===== config.mk =====
export PLATFORM = sky130hd
export DESIGN_NAME = imem_load_arb
export DESIGN_NICKNAME = d
export VERILOG_FILES = /design/src/rtl/imem_load_arb.sv
export SDC_FILE = /design/constraint.sdc
export NUM_CORES = 1
export LEC_CHECK = 0
export BUFFER_PORTS_ARGS = -buffer_cell sky130_fd_sc_hd__clkbuf_2
export CAP_MARGIN = 10
export CORE_MARGIN = 5
export CORE_UTILIZATION = 55
export CTS_CLUSTER_SIZE = 40
export DETAILED_ROUTE_END_ITERATION = 12
export PLACE_DENSITY = 0.95
export SLEW_MARGIN = 20
export SYNTH_ARGS = -nofsm -noshare
export SYNTH_HDL_FRONTEND = slang
export SYNTH_SLANG_ARGS = --single-unit
export TNS_END_PERCENT = 100

===== constraint.sdc =====
create_clock -name clk -period 5.3 [get_ports clk]
set_input_delay 1.06 -clock clk [delete_from_list [all_inputs] [get_ports clk]]
set_output_delay 1.06 -clock clk [all_outputs]
set_load 0.02 [all_outputs]

===== src/rtl/imem_load_arb.sv =====
// Instruction memory arbiter: CPU fetch pass-through plus UART program loader.
// Define IMEM_LOAD_CSUM_EN to expect a trailing XOR checksum byte per load.
module imem_load_arb #(
   parameter int ROM_SIZE = 256,
   parameter int ADDR_W   = 8
) (
   input  logic              clk,
   input  logic              reset,
   input  logic [31:0]       cpu_addr,
   output logic [31:0]       cpu_data,
   output logic              cpu_stall,
   input  logic              load_req,
   input  logic [7:0]        ld_data,
   input  logic              ld_valid,
   output logic              ld_ready,
   output logic              load_busy,
   output logic              load_done,
   output logic              load_err,
   output logic [ADDR_W-1:0] mem_addr,
   output logic [31:0]       mem_wdata,
   output logic              mem_we,
   input  logic [31:0]       mem_rdata
);

`ifdef IMEM_LOAD_CSUM_EN
   typedef enum logic [2:0] {RUN, HDR0, HDR1, WORD, WRITE, CSUM, DONE} state_t;
`else
   typedef enum logic [2:0] {RUN, HDR0, HDR1, WORD, WRITE, DONE} state_t;
`endif

   localparam logic [31:0] ROM_SZ = 32'(ROM_SIZE);

   state_t            state;
   logic [7:0]        n_lo;
   logic [15:0]       n_words;
   logic [15:0]       cnt;
   logic [ADDR_W-1:0] wr_addr;
   logic [1:0]        bcnt;
   logic              busy;
   logic [15:0]       hdr_n;
   logic              in_rom;
   logic              unused_ok;
`ifdef IMEM_LOAD_CSUM_EN
   logic [7:0]        csum;
`endif

   assign hdr_n     = {ld_data, n_lo};
   assign in_rom    = {3'b000, cpu_addr[30:2]} < ROM_SZ;
   assign unused_ok = ^{cpu_addr[31], cpu_addr[1:0]};

   // Memory port belongs to the CPU only while running.
   assign mem_addr  = (state == RUN) ? cpu_addr[ADDR_W+1:2] : wr_addr;
   assign cpu_data  = (state == RUN && in_rom) ? mem_rdata : 32'h0;
   assign cpu_stall = busy;
   assign load_busy = busy;

   always_ff @(posedge clk or posedge reset) begin
      if (reset) begin
         state     <= RUN;
         busy      <= 1'b0;
         ld_ready  <= 1'b0;
         load_done <= 1'b0;
         load_err  <= 1'b0;
         mem_we    <= 1'b0;
         mem_wdata <= 32'h0;
         n_lo      <= 8'h0;
         n_words   <= 16'h0;
         cnt       <= 16'h0;
         wr_addr   <= '0;
         bcnt      <= 2'd0;
`ifdef IMEM_LOAD_CSUM_EN
         csum      <= 8'h0;
`endif
      end else begin
         load_done <= 1'b0;
         mem_we    <= 1'b0;
         unique case (state)
            RUN: begin
               if (load_req) begin
                  state    <= HDR0;
                  busy     <= 1'b1;
                  ld_ready <= 1'b1;
                  load_err <= 1'b0;
                  cnt      <= 16'h0;
                  wr_addr  <= '0;
                  bcnt     <= 2'd0;
`ifdef IMEM_LOAD_CSUM_EN
                  csum     <= 8'h0;
`endif
               end
            end
            HDR0: begin
               if (ld_valid) begin
                  n_lo  <= ld_data;
                  state <= HDR1;
               end
            end
            HDR1: begin
               if (ld_valid) begin
                  n_words <= hdr_n;
                  if (hdr_n == 16'h0) begin
                     state     <= DONE;
                     ld_ready  <= 1'b0;
                     load_done <= 1'b1;
                  end else if ({16'h0, hdr_n} > ROM_SZ) begin
                     state     <= DONE;
                     ld_ready  <= 1'b0;
                     load_done <= 1'b1;
                     load_err  <= 1'b1;
                  end else begin
                     state <= WORD;
                  end
               end
            end
            WORD: begin
               if (ld_valid) begin
                  // Shift right so the first byte lands in [7:0].
                  mem_wdata <= {ld_data, mem_wdata[31:8]};
                  bcnt      <= bcnt + 2'd1;
`ifdef IMEM_LOAD_CSUM_EN
                  csum      <= csum ^ ld_data;
`endif
                  if (bcnt == 2'd3) begin
                     state    <= WRITE;
                     ld_ready <= 1'b0;
                     mem_we   <= 1'b1;
                  end
               end
            end
            WRITE: begin
               wr_addr <= wr_addr + ADDR_W'(1);
               cnt     <= cnt + 16'd1;
               if (cnt + 16'd1 == n_words) begin
`ifdef IMEM_LOAD_CSUM_EN
                  state    <= CSUM;
                  ld_ready <= 1'b1;
`else
                  state     <= DONE;
                  load_done <= 1'b1;
`endif
               end else begin
                  state    <= WORD;
                  ld_ready <= 1'b1;
               end
            end
`ifdef IMEM_LOAD_CSUM_EN
            CSUM: begin
               if (ld_valid) begin
                  if (ld_data != csum) load_err <= 1'b1;
                  state     <= DONE;
                  ld_ready  <= 1'b0;
                  load_done <= 1'b1;
               end
            end
`endif
            DONE: begin
               state <= RUN;
               busy  <= 1'b0;
            end
            default: begin
               state    <= RUN;
               busy     <= 1'b0;
               ld_ready <= 1'b0;
            end
         endcase
      end
   end

endmodule


Word-level counts from Yosys, hierarchy flattened
Index checks and enable logic that the tools add are counted.

Register bits after elaboration: 90. Output and inout port bits: 78.

Add/subtract/negate cells: 3. Magnitude comparators: 2. Eq/ne operators: 16. Muxes and demuxes: 40. Bitwise logic cells: 2. Reduce and logical (&&, ||, !) cells: 17.

Operators with widths (count): $mux W32 (1); $pmux W16 S2 (1); $lt A29 B9 Y1 const B (1); $mux W3 (8); $mux W1 (18); $add A16 B1 Y16 const B (1); $eq A16 B16 Y1 (1); $gt A16 B9 Y1 const B (1); $logic_not A16 Y1 (1); $mux W16 (1); $mux W8 (2); $ne A2 B2 Y1 const B (8); $pmux W8 S2 (1); $pmux W3 S5 (1); $reduce_and A2 Y1 (5); $reduce_and A5 Y1 (2); $add A8 B1 Y8 const B (1); $reduce_and A7 Y1 (1); $eq A3 B2 Y1 const B (2); $eq A3 B3 Y1 const B (2); $pmux W1 S2 (3); $reduce_bool A2 Y1 (3); $pmux W1 S5 (1); $mux W2 (2); other kinds (11) (12).

Longest topological paths before layout
Gate-level depths: netlist (run 1).

Depth after elaboration: 5. Gate-level depth with buffers: 9.

Least setup slack after synthesis (run 1)
Ideal clock, no wire load.

Path type: input-to-output. From: input port cpu_addr[30]. To: output port cpu_data[10]. Arrival: 2.085 ns. Setup slack: 2.155 ns. Cell stages on the path: 5. Path buffers: 1. Path through: nor4_1 nand4_1 nor2_1 clkbuf_1 and2_1.

Word-level cells in the longest chain between the ends: 3.

RTL lines: start, declared (line 9) `input logic [31:0] cpu_addr,`; $lt A29 B9 Y1 (line 48) `assign in_rom = {3'b000, cpu_addr[30:2]} < ROM_SZ;`; $logic_and A1 B1 Y1 (line 53) `assign cpu_data = (state == RUN && in_rom) ? mem_rdata : 32'h0;`; $mux W32 (line 53); end, declared (line 10) `output logic [31:0] cpu_data,`.

No other way between the ends.

Final worst setup path (run 1)
From: input port cpu_addr[30]. To: output port cpu_data[7].

Same word-level chain as after synthesis.

==> results of run 1 <==
## stage by stage
stage	power (mW)	instance area [µm²]	instances	setup WS (ps)
5_1_grt	3.07	5710	684	1700
2_1_floorplan	1.92	4630	432	1900
3_3_place_gp	2.22	5450	667	1960
3_5_place_dp	2.30	5450	667	1930
6_report	2.93	5710	684	1920
4_1_cts	2.92	5700	683	1920
## flip-flops by register name, indices dropped and copies added, names as in the netlist
register / cells
mem_we: 1
n_lo: 8
state: 3
cpu_stall: 1
cnt: 16
mem_wdata: 32
bcnt: 2
load_done: 1
wr_addr: 8
ld_ready: 1
n_words: 16
load_err: 1
## path summary, 6_finish.rpt
path,end,slack (ps),cells past startpoint
worst max-delay path,cpu_data[7],1920,7
worst min-delay path,bcnt[0]$_DFFE_PP0P_,520,1
worst max register to register,ld_ready$_DFFE_PP0P_,2440,7
worst min register to register,bcnt[0]$_DFFE_PP0P_,520,1
max in group asynchronous,state[1]$_DFFE_PP0P_,3450,3
min in group asynchronous,mem_wdata[7]$_DFFE_PP0P_,740,2
## worst max-delay path: stages
cell and delay, ps:
clkbuf_2 80, nor4_1 280, nand4_1 130, nor2_1 110, buf_4 240, and2_1 220, clkbuf_2 190
## kinds of logic after synthesis
family | synth area share [%]
and+or+nand+nor | 18.0
DFF | 48.6
AOI/OAI and AO/OA | 8.62
muxes | 15.6
buffers and inverters | 3.08
xor gates and xnor gates | 5.35
adders and majority gates | 0.810
## power by group through the flow
stage / logic, mW / registers [mW] / clock network, mW
finish: 1.17 / 1.18 / 0.589
CTS: 1.16 / 1.17 / 0.593
global placement: 1.07 / 1.15 / 0
floorplan: 0.660 / 1.26 / 0
global route: 1.24 / 1.20 / 0.621
detailed placement: 1.13 / 1.18 / 0
## final cells by class
type | instances | area (µm²) | area share, %
multi-input combinational | 309 | 2240 | 39.3
antenna | 1 | 2.50 | 0.0438
sequential | 90 | 2250 | 39.4
inverter | 7 | 27.5 | 0.482
clock inverter | 6 | 119 | 2.08
timing repair buffer | 156 | 796 | 13.9
clock buffer | 10 | 138 | 2.41
tap | 105 | 131 | 2.30
## cell usage in the layout (no fill, tap or decap), types with 2 or more instances in the layout
cell type	instances
a21o_1	2
a21oi_1	6
a31oi_1	5
and2_1	32
and3_1	5
and4_1	4
buf_4	6
bufinv_16	3
clkbuf_2	150
clkbuf_8	10
dfrtp_1	90
ha_1	3
inv_1	6
inv_6	2
mux2_2	64
nand2_1	34
nand3_1	17
nand3b_1	2
nand4_1	5
nor2_1	22
nor2b_1	2
nor3_1	6
nor3b_1	2
nor4_1	7
nor4_4	2
o211ai_1	2
o21ai_0	37
o2bb2ai_1	2
o31ai_1	5
or4_1	3
xnor2_1	17
xor2_1	6
## routing by layer
metal	up-vias	share of wire [%]
li1	1816	-
met1	1960	33
met2	277	52
met3	64	10
met4	0	5.5
met5	-	0
==> metrics.txt, run 1 <==
outcome=completed; cell with the most instances after synthesis=dfrtp_1; layout filler cell count=564; Max Root-Sink Buffers=2; count of routing violations after the opening detailed-route iteration=342; Port Buf Inserts=150; share of synthesized flip-flops with an asynchronous set or reset=100%; signed area change from the synthesized netlist to the final layout=23.2%; antenna-violating nets left=0; final period demand of the worst path=3380 ps; most congested layer reported by global routing=met2; Crit path arrival time=2320 ps; post-CTS sizing=0; number of warnings reported in the yosys synthesis log=0; final clock skew=9.99 ps; summed instance area of the synthesized netlist=4630 µm²; overflow left after global routing=0; total number of vias=approximately 4000; total I/O pin count=about 150; worst slew slack as a fraction of its limit=34.1%; clk slew on worst S/H paths=~90 ps; Die Area=just over 10000 µm²; number of clock sinks seen by CTS=90; detailed-route wire length=13900 µm; number of levels in the clock H-tree=3; CTS tree=done; number of flops mapped to enable cells by yosys=0; critical path launch point=cpu_addr[30]; core region area=between 8000 and 9000 µm²; number of endpoints failing setup at the final stage=0; die span in x=102 µm; switching power share of the total=38.7%; number of register bits inferred by synthesis=90; global routing usage summed across all routing layers=27.8%; start of the worst register-to-register path=cnt[0]$_DFFE_PP0P_; Leak Pwr=around 2.8 nW; maximum ir drop on the vdd rail=~0.00037 V; relative contribution of combinational cells to total power=39.8%; largest net degree at the start of global routing=53; final weighted congestion in routability-driven placement=0.944; Chip Height=102 µm; kind of critical path=in -> out; Setup Buffers After CTS=0; part of the Yosys area used for sequential elements=48.6%; cell count after synthesis=432; actual slew at the worst max-slew pin=986 ps; effective utilization at floorplan=a little under three fifths; count of final max-slew check failures=0; clock group share of total power=20.1%; maximum clock frequency=0.296 GHz; share of the core filled with cells=roughly 69%; M2 GR Usage=49.0%; internal power summed over all cells=between 1.5 and 2 mW; net switching power=1.13 mW; global routing met1 resource utilization=29.5%; DRC errors left=0; vias in the first global route=4181; detail-routed via count per cell=around 6; global-route wire length before repair=22000 µm; Hold Path Origin=bcnt[0]$_DFFE_PP0P_; fraction of layout instances using a drive strength above 1=42.2%; crit share post-route=63.8%; cell types with the largest area share after synthesis=dfrtp_1, mux2_2, and2_1; top cells by count, synth=dfrtp_1, mux2_2, o21ai_0; placed wire-length estimate=between 9000 and 10000 µm; min-delay worst type=reg -> reg; net count of the finished layout=652; most common flop cell mapped by yosys=dfrtp_1; post-synthesis net count=511; row cnt=33; final total negative setup slack=0 ps; clock network latency to the later pin of the worst-skew pair=360 ps; count of TritonRoute iterations in the first routing pass=5; Seq pwr share=40.1%; number of distinct standard cells referenced by the synthesized netlist=46; setup repair after global routing missed its margin=no; Yosys top cell area share=48.6%; power density relative to cell area=approximately 500 nW/µm²; total clock buffers created by CTS=9; quantity of hold-fixing buffers added after cts=0; Crit path required time=4240 ps; maximum fanout along the worst path=32; Final Hold Viols=0; average cell area after synthesis=10.7 µm²; antenna violations before repair=1; root buffer cell=clkbuf_8; final routed wire length divided by cell count=20.4 µm; CP endpoint kind=primary output; Hold WS=approximately 520 ps; count of maximum capacitance violations=0; Worst Setup Start Kind=primary input; met3 routing resource usage after global routing=7.78%; post-synth top area cell=dfrtp_1
Power figures use the tool's default switching activity.
==> inputs of run 2 (changes only) <==
CORE_UTILIZATION = 51   (was 55)
PLACE_DENSITY = 0.92   (was 0.95)
clock period = 3.15 ns   (was 5.3 ns; I/O delays follow)
==> metrics.txt, run 2 (synthesized netlist as in run 1, its figures left out) <==
antenna violations before repair=0 (-1); quantity of hold-fixing buffers added after cts=0 (unchanged); Final Hold Viols=0 (unchanged); setup slack on the worst flop-to-flop path=190 ps (-2250 ps); worst slew slack as a fraction of its limit=61.9% (+28 points); count of non-filler cells in the finished layout=687 (+0.44%); Max Root-Sink Buffers=2 (unchanged); root buffer cell=clkbuf_8; post-CTS sizing=0 (unchanged); detailed-route wire length=12400 µm (-11%); count of routing violations after the opening detailed-route iteration=287 (-16%); outcome=completed; total clock buffers created by CTS=9 (unchanged); number of endpoints failing setup at the final stage=0 (unchanged); most common cell after layout, fill and taps aside=clkbuf_2; Crit path required time=3410 ps (-830 ps); global routing usage summed across all routing layers=22.7% (-5.1 points); register with the highest flop count=mem_wdata; Reg2Reg Depth=7 (unchanged); signed area change from the synthesized netlist to the final layout=23.0%; row cnt=34 (+3.0%); top cell family by delay on the critical path=simple AND/OR/NAND/NOR gates; clock network latency to the later pin of the worst-skew pair=360 ps (about the same); Die Area=11100 µm² (+7.1%); maximum ir drop on the vdd rail=0.000548 V (+49%); detail-routed via count per cell=5.83 (-3.2%); WP buf/inv=0 (-3); core region area=8810 µm² (+7.2%); total number of vias=4004 (-2.7%); final period demand of the worst path=2960 ps; final routed wire length divided by cell count=18.1 µm (-11%); count of final max-slew check failures=0 (unchanged); CTS tree=done; net count of the finished layout=655 (+0.46%); crit-path most repeated cell=and4_1; largest registers=mem_wdata x32, cnt x16, n_words x16; maximum fanout along the worst path=6 (-81%); antenna diode instance count=0 (-1); Crit path arrival time=3220 ps (+900 ps); antenna-violating nets left=0 (unchanged); final weighted congestion in routability-driven placement=0.902 (-4.4%); Largest stage delay, worst path=540 ps (+260 ps); effective utilization at floorplan=52.6% (-3.8 points); number of cells in the design after placement=673 (+0.90%); power density relative to cell area=832 nW/µm² (+62%); number of levels in the clock H-tree=3 (unchanged); fraction of layout instances using a drive strength above 1=42.1% (-0.073 points); min-delay worst type=in -> async; sequence of cells on the critical path=ha_1 -> and4_1 -> and4_1 -> xnor2_1 -> nor4_1 -> nand4_1 -> o31a_1; largest net degree at the start of global routing=59 (+11%); global-route wire length before repair=20400 µm (-7.2%); die span in x=105 µm (+3.5%); max FFs per register=32 (unchanged); count of TritonRoute iterations in the first routing pass=5 (unchanged); setup repair after global routing missed its margin=no; DRC errors left=0 (unchanged); crit share post-route=a little over nine tenths; kind of critical path=reg -> reg; final total power=4.74 mW (+62%); total I/O pin count=154 (unchanged); placed wire-length estimate=9310 µm (-5.8%); CP endpoint kind=register; actual slew at the worst max-slew pin=572 ps (-414 ps); overflow left after global routing=0 (unchanged); maximum clock frequency=~0.34 GHz; Chip Height=105 µm (+3.5%); final clock skew=13.2 ps (+3.22 ps); Slowest-stage cell, CP=nor4_1; count of maximum capacitance violations=0 (unchanged); number of clock sinks seen by CTS=90 (unchanged); vias in the first global route=4097 (-2.0%); Leak Pwr=2.79 nW (-0.27%); share of the core filled with cells=64.7% (-4.8 points); final total negative setup slack=0 ps (unchanged); Port Buf Inserts=150 (unchanged); Worst Setup Start Kind=register; clk slew on worst S/H paths=90 ps (about the same); number of gates on the worst path with buffers counted=7 (unchanged); most used cells in the layout excluding fill and tap cells=clkbuf_2, dfrtp_1, mux2_2; Setup Buffers After CTS=0 (unchanged)
run 2: cell types whose count changed in the layout (fill, tap and decap cells not counted):
cell / previous run / this run
diode_2: 1 / 0
buf_12: 0 / 1
inv_8: 1 / 0
inv_6: 2 / 1
nor3_1: 6 / 7
nor3_2: 1 / 0
clkinvlp_4: 0 / 1
buf_4: 6 / 8
bufinv_16: 3 / 2
run 2: worst paths after layout:
| path | to | from |
|---|---|---|
| worst max-delay path | ld_ready$_DFFE_PP0P_ | cnt[0]$_DFFE_PP0P_ |
| worst min-delay path | mem_wdata[7]$_DFFE_PP0P_ | reset |
| worst max register to register | ld_ready$_DFFE_PP0P_ | cnt[0]$_DFFE_PP0P_ |
| worst min register to register | mem_wdata[1]$_DFFE_PP0P_ | mem_wdata[1]$_DFFE_PP0P_ |
| max in group asynchronous | cnt[10]$_DFFE_PP0P_ | reset |
| min in group clk | load_err$_DFFE_PP0P_ | load_req |
run 2: per-layer routing:
layer / share of wire, % / GRT usage [%] / vias to the layer above
met3: 7.9 / 6.17 / 39
met2: 54 / 42.3 / 211
met5: 0 / 0 / -
met4: 2.9 / 8.81 / 0
met1: 35 / 24.4 / 1937
li1: - / - / 1817
run 2: where the power goes:
group | leakage, nW | switching (mW) | internal, mW
combinational | 1.55 | 1.04 | 0.876
sequential | 1.14 | 0.368 | 1.59
clock | 0.105 | 0.403 | 0.463
total | 2.79 | 1.81 | 2.93
run 2: cell type report:
| type | instances | area [µm²] |
|---|---|---|
| clock buffers | 10 | 138 |
| clock inverters | 4 | 76.3 |
| fillers | 606 | 3110 |
| inverters | 7 | 27.5 |
| multi-input cells | 309 | 2240 |
| flip-flops and latches | 90 | 2250 |
| well taps | 108 | 135 |
| repair buffers | 159 | 831 |
run 2: worst reg2reg max path, delay by kind of cell, from the launching register on:
kind	cells	cell delay, ps
compound gates	1	330
xor+xnor	1	140
fa+ha+maj	1	330
simple gates	4	1590
flops	1	480
run 2: metrics by stage:
stage                     hold WS, ps  worst slack [ps]  cell area (µm²)
after detailed placement          497               386             5480
after CTS                         294               259             5700
after global placement            485               610             5480
after floorplan                   467               185             4630
final                             284               193             5700
after global routing              325              56.3             5700
